[src/rtl/iqft4_serial.sv]
// rtl/iqft4_serial.sv - serial 4-point inverse QFT engine (load, calc, send)
module iqft4_serial #(
  parameter int IN_W  = 13,
  parameter int OUT_W = 8
) (
  input  logic                    clk,
  input  logic                    rst_n,
  input  logic                    s_valid,
  output logic                    s_ready,
  input  logic signed [IN_W-1:0]  s_re,
  input  logic signed [IN_W-1:0]  s_im,
  output logic                    m_valid,
  input  logic                    m_ready,
  output logic signed [OUT_W-1:0] m_re,
  output logic signed [OUT_W-1:0] m_im,
  output logic [1:0]              m_idx,
  output logic                    m_last,
  output logic                    m_sat,
  output logic                    busy
);

  typedef enum logic [1:0] {LOAD, CALC, SEND} state_t;

  // Four terms of IN_W bits each fit in IN_W+2 bits, so the sums cannot overflow.
  localparam int SUM_W = IN_W + 2;
  localparam logic signed [SUM_W-1:0] MAX_V = SUM_W'((2 ** (OUT_W - 1)) - 1);
  localparam logic signed [SUM_W-1:0] MIN_V = SUM_W'(-(2 ** (OUT_W - 1)));

  state_t                  state;
  logic [1:0]              cnt;
  logic signed [IN_W-1:0]  smp_re [4];
  logic signed [IN_W-1:0]  smp_im [4];
  logic signed [OUT_W-1:0] res_re [4];
  logic signed [OUT_W-1:0] res_im [4];
  logic [3:0]              res_sat;

  logic signed [SUM_W-1:0] r0, r1, r2, r3, i0, i1, i2, i3;
  logic signed [SUM_W-1:0] sum_re, sum_im, norm_re, norm_im;
  logic signed [OUT_W-1:0] clip_re, clip_im;
  logic                    sat_re, sat_im;

  // Conjugate-twiddle butterfly for output n = cnt, then floor /4 and clip.
  always_comb begin
    r0 = SUM_W'(smp_re[0]);
    r1 = SUM_W'(smp_re[1]);
    r2 = SUM_W'(smp_re[2]);
    r3 = SUM_W'(smp_re[3]);
    i0 = SUM_W'(smp_im[0]);
    i1 = SUM_W'(smp_im[1]);
    i2 = SUM_W'(smp_im[2]);
    i3 = SUM_W'(smp_im[3]);
    sum_re = '0;
    sum_im = '0;
    case (cnt)
      2'd0: begin
        sum_re = r0 + r1 + r2 + r3;
        sum_im = i0 + i1 + i2 + i3;
      end
      2'd1: begin
        sum_re = r0 - i1 - r2 + i3;
        sum_im = i0 + r1 - i2 - r3;
      end
      2'd2: begin
        sum_re = r0 - r1 + r2 - r3;
        sum_im = i0 - i1 + i2 - i3;
      end
      default: begin
        sum_re = r0 + i1 - r2 - i3;
        sum_im = i0 - r1 - i2 + r3;
      end
    endcase
    norm_re = sum_re >>> 2;
    norm_im = sum_im >>> 2;
    sat_re  = 1'b0;
    sat_im  = 1'b0;
    clip_re = OUT_W'(norm_re);
    clip_im = OUT_W'(norm_im);
    if (norm_re > MAX_V) begin
      clip_re = OUT_W'(MAX_V);
      sat_re  = 1'b1;
    end else if (norm_re < MIN_V) begin
      clip_re = OUT_W'(MIN_V);
      sat_re  = 1'b1;
    end
    if (norm_im > MAX_V) begin
      clip_im = OUT_W'(MAX_V);
      sat_im  = 1'b1;
    end else if (norm_im < MIN_V) begin
      clip_im = OUT_W'(MIN_V);
      sat_im  = 1'b1;
    end
  end

  // Frame FSM with all stream outputs registered alongside the state.
  always_ff @(posedge clk or negedge rst_n) begin
    if (!rst_n) begin
      state   <= LOAD;
      cnt     <= 2'd0;
      s_ready <= 1'b1;
      m_valid <= 1'b0;
      m_re    <= '0;
      m_im    <= '0;
      m_idx   <= 2'd0;
      m_last  <= 1'b0;
      m_sat   <= 1'b0;
      busy    <= 1'b0;
      res_sat <= 4'd0;
      for (int k = 0; k < 4; k++) begin
        smp_re[k] <= '0;
        smp_im[k] <= '0;
        res_re[k] <= '0;
        res_im[k] <= '0;
      end
    end else begin
      case (state)
        LOAD: begin
          if (s_valid) begin
            smp_re[cnt] <= s_re;
            smp_im[cnt] <= s_im;
            cnt         <= cnt + 2'd1;
            if (cnt == 2'd3) begin
              state   <= CALC;
              s_ready <= 1'b0;
              busy    <= 1'b1;
            end
          end
        end
        CALC: begin
          res_re[cnt]  <= clip_re;
          res_im[cnt]  <= clip_im;
          res_sat[cnt] <= sat_re | sat_im;
          cnt          <= cnt + 2'd1;
          if (cnt == 2'd3) begin
            // result[0] was written three cycles ago, so it can be presented now.
            state   <= SEND;
            m_valid <= 1'b1;
            m_idx   <= 2'd0;
            m_re    <= res_re[0];
            m_im    <= res_im[0];
            m_sat   <= res_sat[0];
            m_last  <= 1'b0;
          end
        end
        SEND: begin
          if (m_ready) begin
            if (m_idx == 2'd3) begin
              state   <= LOAD;
              m_valid <= 1'b0;
              m_last  <= 1'b0;
              m_idx   <= 2'd0;
              s_ready <= 1'b1;
              busy    <= 1'b0;
            end else begin
              m_idx  <= m_idx + 2'd1;
              m_re   <= res_re[m_idx + 2'd1];
              m_im   <= res_im[m_idx + 2'd1];
              m_sat  <= res_sat[m_idx + 2'd1];
              m_last <= (m_idx == 2'd2);
            end
          end
        end
        default: begin
          state   <= LOAD;
          cnt     <= 2'd0;
          s_ready <= 1'b1;
          m_valid <= 1'b0;
          busy    <= 1'b0;
        end
      endcase
    end
  end

endmodule
[config.mk]
export PLATFORM = sky130hd
export DESIGN_NAME = iqft4_serial
export DESIGN_NICKNAME = d
export VERILOG_FILES = /design/src/rtl/iqft4_serial.sv
export SDC_FILE = /design/constraint.sdc
export NUM_CORES = 1
export LEC_CHECK = 0
export CAP_MARGIN = 15
export CORE_MARGIN = 2
export CORE_UTILIZATION = 58
export DETAILED_ROUTE_END_ITERATION = 8
export PLACE_DENSITY = 0.85
export SETUP_SLACK_MARGIN = 0.3
export SYNTH_ARGS = -nofsm -noshare
export SYNTH_HDL_FRONTEND = slang
export SYNTH_SLANG_ARGS = --single-unit
[constraint.sdc]
create_clock -name clk -period 4.2 [get_ports clk]
set_clock_uncertainty 0.2 [all_clocks]
set_input_delay 1.05 -clock clk [delete_from_list [all_inputs] [get_ports clk]]
set_output_delay 1.05 -clock clk [all_outputs]
set_load 0.01 [all_outputs]
-- Word level (Yosys, flattened, before mapping)
Cells that the tools add are included.
- add/subtract/negate cells: 26
- magnitude comparators: 10
- eq/ne operators: 13
- muxes and demuxes: 67
- bitwise operators: 6
- reduce and logical (&&, ||, !) cells: 12
- operator list (kind ; count):
    $mux 8 ; 15
    $bwmux 52 ; 2
    $pmux 15 s3 ; 2
    $bwmux 32 ; 2
    $add 14x13->15 ; 4
    $add 15x13->15 ; 4
    $sub 14x13->15 ; 4
    $sub 15x13->15 ; 4
    $add 13x13->14 ; 4
    $sub 13x13->14 ; 4
    $bmux 8 s2 ; 2
    $pmux 8 s2 ; 2
    $demux 13 s2 ; 1
    $gt 13x8->1 const B ; 2
    $lt 13x8->1 const B ; 2
    $mux 1 ; 19
    $mux 2 ; 9
    $demux 8 s2 ; 1
    $mux 13 ; 1
    $ne 2x2->1 const B ; 6
    $pmux 2 s3 ; 2
    $eq 2x2->1 const B ; 5
    $reduce_and 5->1 ; 2
    $pmux 1 s3 ; 3
    20 further kinds ; 32
- flip-flop bits (word level): 199
- output and inout bits: 23
- logic and storage cells: 161

-- Longest topological paths before layout
Gate-level depths: netlist (run 1).
- depth in word-level cells: 9
- depth in mapped cells: 17
- gate-level depth less buffers: 17

-- Worst setup path before layout (run 1)
Ideal clock, no wire load.
- kind: register -> register
- from: register smp_im (netlist bit i0[1])
- to: register res_im[12] (netlist bit)
- setup time: 0.132 ns
- arrival time: 4.157 ns
- required time: 3.868 ns
- path slack: -0.289 ns
- cell stages (with the launch flop): 17
- path buffers: 0
- period minus slack after synthesis: 4.489 ns
- cells stage by stage: dfrtp_1 inv_1 fa_1 inv_1 fa_1 and3b_1 fa_1 a21o_1 a221oi_2 o21ai_1 xor2_1 a221oi_1 a22oi_1 nor2_1 nand4_2 a221oi_2 o21ai_1
- word-level cells in the longest chain between the ends: 8
- ends and longest elaborated chain (what ; line ; RTL):
    start, declared ; 32 ; logic signed [IN_W-1:0] smp_im [4];
    start signal, assigned by index ; 119 ; smp_im[cnt] <= s_im;
    $sub 13x13->14 (tied with other cells) ; 69 ; sum_im = i0 - r1 - i2 + r3;
    $sub 14x13->15 (tied with other cells) ; 69 ;
    $add 15x13->15 (tied with other cells) ; 69 ;
    $pmux 15 s3 (*) ; 54 ; case (cnt)
    $lt 13x8->1 ; 88 ; end else if (norm_im < MIN_V) begin
    $mux 8 ; 88 ;
    $mux 8 (*) ; 85 ; if (norm_im > MAX_V) begin
    $bwmux 32 (*) ; 130 ; res_im[cnt] <= clip_im;
    end signal, assigned by index ; 130 ;
    end, declared ; 34 ; logic signed [OUT_W-1:0] res_im [4];
Every way passes the cells marked *; elsewhere a longest branch is shown, timed or not.
A chain may end at the register's enable or synchronous reset.

-- Final worst setup path (run 1)
- from: register smp_im (netlist bit i0[2])
- to: register res_sat[2]
- word-level cells in the longest chain between the ends: 9
- ends and longest elaborated chain (what ; line ; RTL):
    $sub 13x13->14 (tied with other cells) ; 69 ;
    $sub 14x13->15 (tied with other cells) ; 69 ;
    $add 15x13->15 (tied with other cells) ; 69 ;
    $pmux 15 s3 (*) ; 54 ;
    $lt 13x8->1 ; 88 ;
    $mux 1 ; 88 ;
    $mux 1 (*) ; 85 ;
    $or 1x1->1 (*) ; 131 ; res_sat[cnt] <= sat_re | sat_im;
    $bwmux 4 (*) ; 131 ;
    end signal, assigned by index ; 131 ;
    end, declared ; 35 ; logic [3:0] res_sat;
Marked as above.

==> results of run 1 <==
## routing by layer
metal,part of all wire,global-route usage
met1,0.37,0.494
met2,0.47,0.649
met3,0.090,0.0692
met4,0.068,0.233
met5,0,0
## worst register-to-register path: cells and delay by family (launching register included)
| family | cells | cell delay (ns) |
|---|---|---|
| AND/OR/NAND/NOR | 4 | 0.92 |
| multiplexers | 1 | 0.24 |
| AO/OA/AOI/OAI | 5 | 1.26 |
| adder cells (fa/ha/maj) | 3 | 1.37 |
| buffers and inverters | 3 | 0.33 |
| flip-flops | 1 | 0.37 |
## cells in the final DEF (no fill, tap or decap), drive strengths merged, types with 6 or more instances in the layout
cell type | Yosys | layout
and3 | 10 | 10
or3 | 12 | 12
xnor2 | 57 | 57
a22o | 31 | 31
clkdlybuf4s50 | 0 | 51
nor2 | 69 | 69
o221ai | 16 | 16
a221oi | 17 | 17
a21o | 34 | 34
nor2b | 11 | 11
ha | 114 | 114
nand2 | 229 | 229
o31ai | 7 | 7
mux2i | 14 | 14
nand3 | 18 | 18
o22ai | 10 | 10
nand4 | 16 | 16
a222oi | 6 | 6
buf | 7 | 435
inv | 324 | 329
a21oi | 91 | 91
nor3 | 25 | 25
a31oi | 11 | 11
dfrtp | 198 | 198
mux2 | 15 | 15
a22oi | 9 | 9
fa | 210 | 210
o21ai | 213 | 213
o21a | 15 | 15
a211oi | 6 | 6
xor2 | 33 | 33
o21bai | 6 | 6
nand2b | 10 | 10
clkinv | 0 | 8
clkbuf | 69 | 20
and2 | 10 | 10
## final cells by class
class,instances,share of cell area
Clock buffer,19,0.0180
Clock inverter,13,0.00626
Inverter,324,0.0499
Multi-Input combinational cell,1413,0.543
Sequential cell,199,0.203
Tap cell,402,0.0205
Timing Repair Buffer,487,0.160
## stage by stage
| step | instances | setup WS (ns) | setup TNS (ns) |
|---|---|---|---|
| after detailed placement | 2791 | -0.694 | -32.04 |
| after global routing | 2857 | -0.680 | -34.99 |
| after global placement | 2791 | -0.625 | -28.30 |
| after CTS | 2844 | -0.462 | -21.11 |
| final | 2857 | -0.611 | -28.74 |
| after floorplan | 2012 | -0.129 | -2.97 |
## sequential cells by signal, summed over array words and instances (netlist names), 2 cells and up
signal,flops
m_im,8
r1,13
i3,13
i2,13
res_re,32
r3,13
r0,13
res_sat,4
state,2
i1,13
res_im,32
cnt,2
m_idx,2
r2,13
m_re,8
i0,13
## Yosys cell counts, types with 15 or more instances
| library cell | count |
|---|---|
| inv_1 | 324 |
| nand2_1 | 229 |
| fa_1 | 210 |
| dfrtp_1 | 198 |
| o21ai_0 | 183 |
| ha_1 | 114 |
| a21oi_1 | 85 |
| clkbuf_1 | 69 |
| nor2_1 | 65 |
| xnor2_1 | 57 |
| a21o_1 | 33 |
| xor2_1 | 33 |
| a22o_1 | 30 |
| o21ai_1 | 30 |
| nor3_1 | 25 |
| nand3_1 | 18 |
| o221ai_1 | 16 |
| mux2_2 | 15 |
| nand4_1 | 15 |
| o21a_1 | 15 |
## timing repair
item,in CTS,in global routing
setup buffers,21,13
pin swaps,60,36
hold buffers,0,0
endpoints found under the setup margin,68,68
gates resized for setup,129,57
## cell families after synthesis
| family | synth area share |
|---|---|
| compound gates | 0.183 |
| simple gates | 0.108 |
| buf+inv | 0.0798 |
| fa+ha+maj | 0.299 |
| flops | 0.265 |
| xor+xnor | 0.0419 |
| mux | 0.0231 |
## path summary, 6_finish.rpt
check / startpoint / to / slack, ns / depth (start not counted)
setup / recovery: i0[2] / res_sat[2] / -0.61 / 16
hold / removal: m_re[5] / m_re[5] / 0.28 / 2
setup reg to reg: i0[2] / res_sat[2] / -0.61 / 16
hold reg to reg: m_re[5] / m_re[5] / 0.28 / 2
max in group asynchronous: rst_n / res_im[2] / 2.52 / 3
min in group asynchronous: rst_n / r3[6] / 0.41 / 1
==> impl_metrics.ini, run 1 <==
[layout]
finalInstanceArea_um2 = 24600
diodes = 0
final_nets = 2796
multi_input_area_um2 = 13300
final_util = 0.775
nFillCells = 1941
drive_gt1_frac = 0.282
syn2layout_area_growth_pct = 30.6
seq_area_um2 = 4980

[floorplanning]
coreArea_um2 = 31700
die_w_um = 184
start_util = 0.593
die_area_um2 = 33900
rows = 65
pin_count = 53
fp.dieH_um = 184

[yosys]
synth.avg_cell_area_um2 = 9.35
yosys_warnings = 0
synth_nets = 2366
async_flop_share = 1.00
synth_area_leaders = dfrtp_1 (26%), fa_1 (22%), ha_1 (7.6%)
ys_types = 88
yosysTopAreaCellShare = 0.263
synth_top_cell_by_area = dfrtp_1
synth-edff-count = 0
syn_inst = 2012
synth_seq_area_share = 0.265
yosys_register_bits = 199
netlist_area_um2 = 18800
yosys_most_used_dff = dfrtp_1

[drt]
wl_per_cell_um = 22.5
drt-total-wl_mm = 64.4
drtIter0Drc = 2180
drc = 0
drtAntennaViolNets = 0
drt_first_pass_iters = 8
vias = 17630
via_per_inst = 6.17

[timing]
max-slew-margin-rel = 0.275
setup_viol = 64
final.period_utilization = 1.15
rsz0062_at_grt = yes
layout_setup_ws_ns = -0.611
worst-slew-pin-transition_ns = 1.09
max_freq_mhz = 208
hold_viol = 0
fin_crit_ns = 4.81
hold_ws_ns = 0.283
finalMaxSlewViolations = 0

[clock_tree]
cts_buffers = 17
clk_latency_ns = 0.48
cts_htree_levels = 4
clkTransAtPathRegs_ns = 0.08
cts.sinks = 199
cts_buffer_depth = 2
cts_tree = yes
cts_root_buf = clkbuf_16

[grt]
antenna_found_initial = 0
grt_pass1_wl_mm = 102
grt_overflow_total = 0
grt_pass1_vias = 18481
track_usage = 0.395
grt_max_degree = 87

[setup_path]
critPathMaxFanout = 5
max_stage_delay_ns = 0.54
critPathBufInv = 3
slowest_stage = fa_1
cp_cell_sequence = inv_1 -> fa_1 -> inv_1 -> fa_1 -> ha_1 -> nand4b_1 -> buf_4 -> a211oi_4 -> nor2_1 -> o41ai_1 -> a211oi_1 -> a32o_2 -> nand3b_4 -> or3_4 -> mux2i_4 -> a31oi_2
crit_path_end_kind = flop
required_ns = 4.33
arrival_ns = 4.94
cp-start-kind = flop
cp_top_family = adder cells
path_class = reg2reg

[run_status]
outcome = finished, violations left
violations = setup timing

[placement]
placed_area_um2 = 22900
dp_hpwl_mm = 48.0
place_congestion = 1.04
io_buffers = 52

[run]
cap_violations = 0

[hold_path]
min_path_type = reg2reg
Power of run 1 is left out: the tool's default activity adds up to more than one toggle a clock period on the data nets, which glitch-free logic cannot reach.
==> run 2, diff against run 1 <==
Settings changed: CORE_UTILIZATION 58 to 59, CTS_BUF_LIST set to sky130_fd_sc_hd__clkbuf_8, GPL_TIMING_DRIVEN set to 0, PLACE_DENSITY 0.85 to 0.86.
==> run 2 against run 1 <==
The flow still finishes with violations (setup timing). Final cell count fell by 10%. Register-to-register slack better by 0.03 ns. Die area down 1.7%. Non-clock buffer count decreased by 286. Utilization is 7.9 points lower. Final area is 11% lower. Global-route usage shrank 2.3 points. Routed wire length down 6.0%. Critical endpoint is now res_sat[3].
==> impl_metrics.ini, run 2 (synthesis results as in run 1) <==
[drt]
drt_first_pass_iters = 9
drt-total-wl_mm = 60.5
via_per_inst = 6.34
vias = 16293
drtAntennaViolNets = 0
drc = 0
wl_per_cell_um = 23.5
drtIter0Drc = 1814

[setup_path]
required_ns = 4.40
reg2reg_to = res_sat[3]
rr_worst_depth = 15
cp-start-kind = flop
path_class = reg2reg
crit_path_end_kind = flop
critPathMaxFanout = 5
regToRegSetupSlack_ns = -0.58
crit_path_end = res_sat[3]
arrival_ns = 4.99
r2r-start = i1[2]
critPathLaunch = i1[2]

[clock_tree]
cts.sinks = 199
cts_tree = yes
clkTransAtPathRegs_ns = 0.14
cts_buffer_depth = 2
cts_root_buf = clkbuf_8
cts_buffers = 17
cts_htree_levels = 4
clk_latency_ns = 0.56

[timing]
setup_tns_ns = -30.06
max-slew-margin-rel = 0.192
hold_viol = 0
finalMaxSlewViolations = 0
max_freq_mhz = 209
fin_crit_ns = 4.78
worst-slew-pin-transition_ns = 1.21
rsz0062_at_grt = yes
layout_setup_ws_ns = -0.585
final.period_utilization = 1.14
setup_viol = 64

[grt]
track_usage = 0.372
grt_pass1_wl_mm = 93.3
grt_pass1_vias = 16497
antenna_found_initial = 1
grt_overflow_total = 0
grt_max_degree = 107

[floorplanning]
die_area_um2 = 33300
start_util = 0.598
fp.dieH_um = 183
die_w_um = 183
rows = 65
pin_count = 53
coreArea_um2 = 31500

[layout]
layout_common_cells = inv_1 (277), nand2_1 (226), fa_1 (202), dfrtp_1 (180), o21ai_0 (172)
finalInstanceArea_um2 = 21900
mostFrequentLayoutCell = inv_1
drive_gt1_frac = 0.168
reg.largest.list = res_im x32, res_re x32
final_nets = 2510
syn2layout_area_growth_pct = 16.4
nFillCells = 2272
diodes = 0

[run_status]
outcome = finished, violations left
violations = setup timing

[placement]
io_buffers = 52
placed_area_um2 = 20100
place_congestion = 1.08
dp_hpwl_mm = 45.7

[run]
cap_violations = 0

[hold_path]
min_path_type = reg2reg
[run 2: routing by layer]
metal  GRT usage  vias up  wire [um]
met5           0        -         44
met4       0.251        2       4760
met3      0.0768      255       6270
met2       0.569      997      27000
met1       0.481     8005      22400
li1            -     7034          -
[run 2: worst max-delay path, stage by stage (launching register included)]
cell and delay (ns):
dfrtp_1 0.46, buf_6 0.14, fa_1 0.50, inv_1 0.06
fa_2 0.45, ha_4 0.31, nand4b_1 0.30, a211oi_4 0.50
nor2_1 0.11, o41ai_2 0.21, a211oi_1 0.09, a32o_2 0.31
nand3b_4 0.18, or3_4 0.50, mux2i_4 0.21, a31oi_1 0.12
[run 2: per-stage QoR]
stage	worst slack (ns)	hold WS (ns)	util	instances
2_1_floorplan	-0.129	0.244	-	2012
3_3_place_gp	-6.49	0.258	0.639	2466
3_5_place_dp	-0.981	0.269	0.640	2467
4_1_cts	-0.558	0.293	0.678	2535
5_1_grt	-0.671	0.318	0.696	2569
6_report	-0.585	0.291	0.696	2569
[run 2: cell type report]
| cell class | count | area (um2) | share of cell area |
|---|---|---|---|
| plain buffers | 76 | 324 | 0.0148 |
| flip-flops and latches | 199 | 5000 | 0.228 |
| well taps | 402 | 503 | 0.0230 |
| repair buffers | 125 | 1150 | 0.0523 |
| clock inverters | 11 | 109 | 0.00497 |
| multi-input cells | 1413 | 13300 | 0.609 |
| inverters | 324 | 1230 | 0.0560 |
| clock buffers | 19 | 262 | 0.0119 |
[run 2: repair_timing]
action                     4_1_cts  5_1_grt
pin swaps                       41       65
setup endpoints to repair       79       96
hold buffers                     0        0
hold endpoints to repair         0        0
resized for setup              127      105
setup buffers                   38       34
[run 2: worst min-delay path by stage]
stage,startpoint,end,slack [ns],depth (start not counted)
after CTS,m_re[6],m_re[6],0.29,1
after detailed placement,m_re[6],m_re[6],0.27,1
final,m_re[6],m_re[6],0.29,1
after global routing,m_im[6],m_im[6],0.32,2
after floorplan,res_im[15],res_im[15],0.24,2
after global placement,res_re[15],res_re[15],0.26,2
Power of run 2 is left out for the same reason.
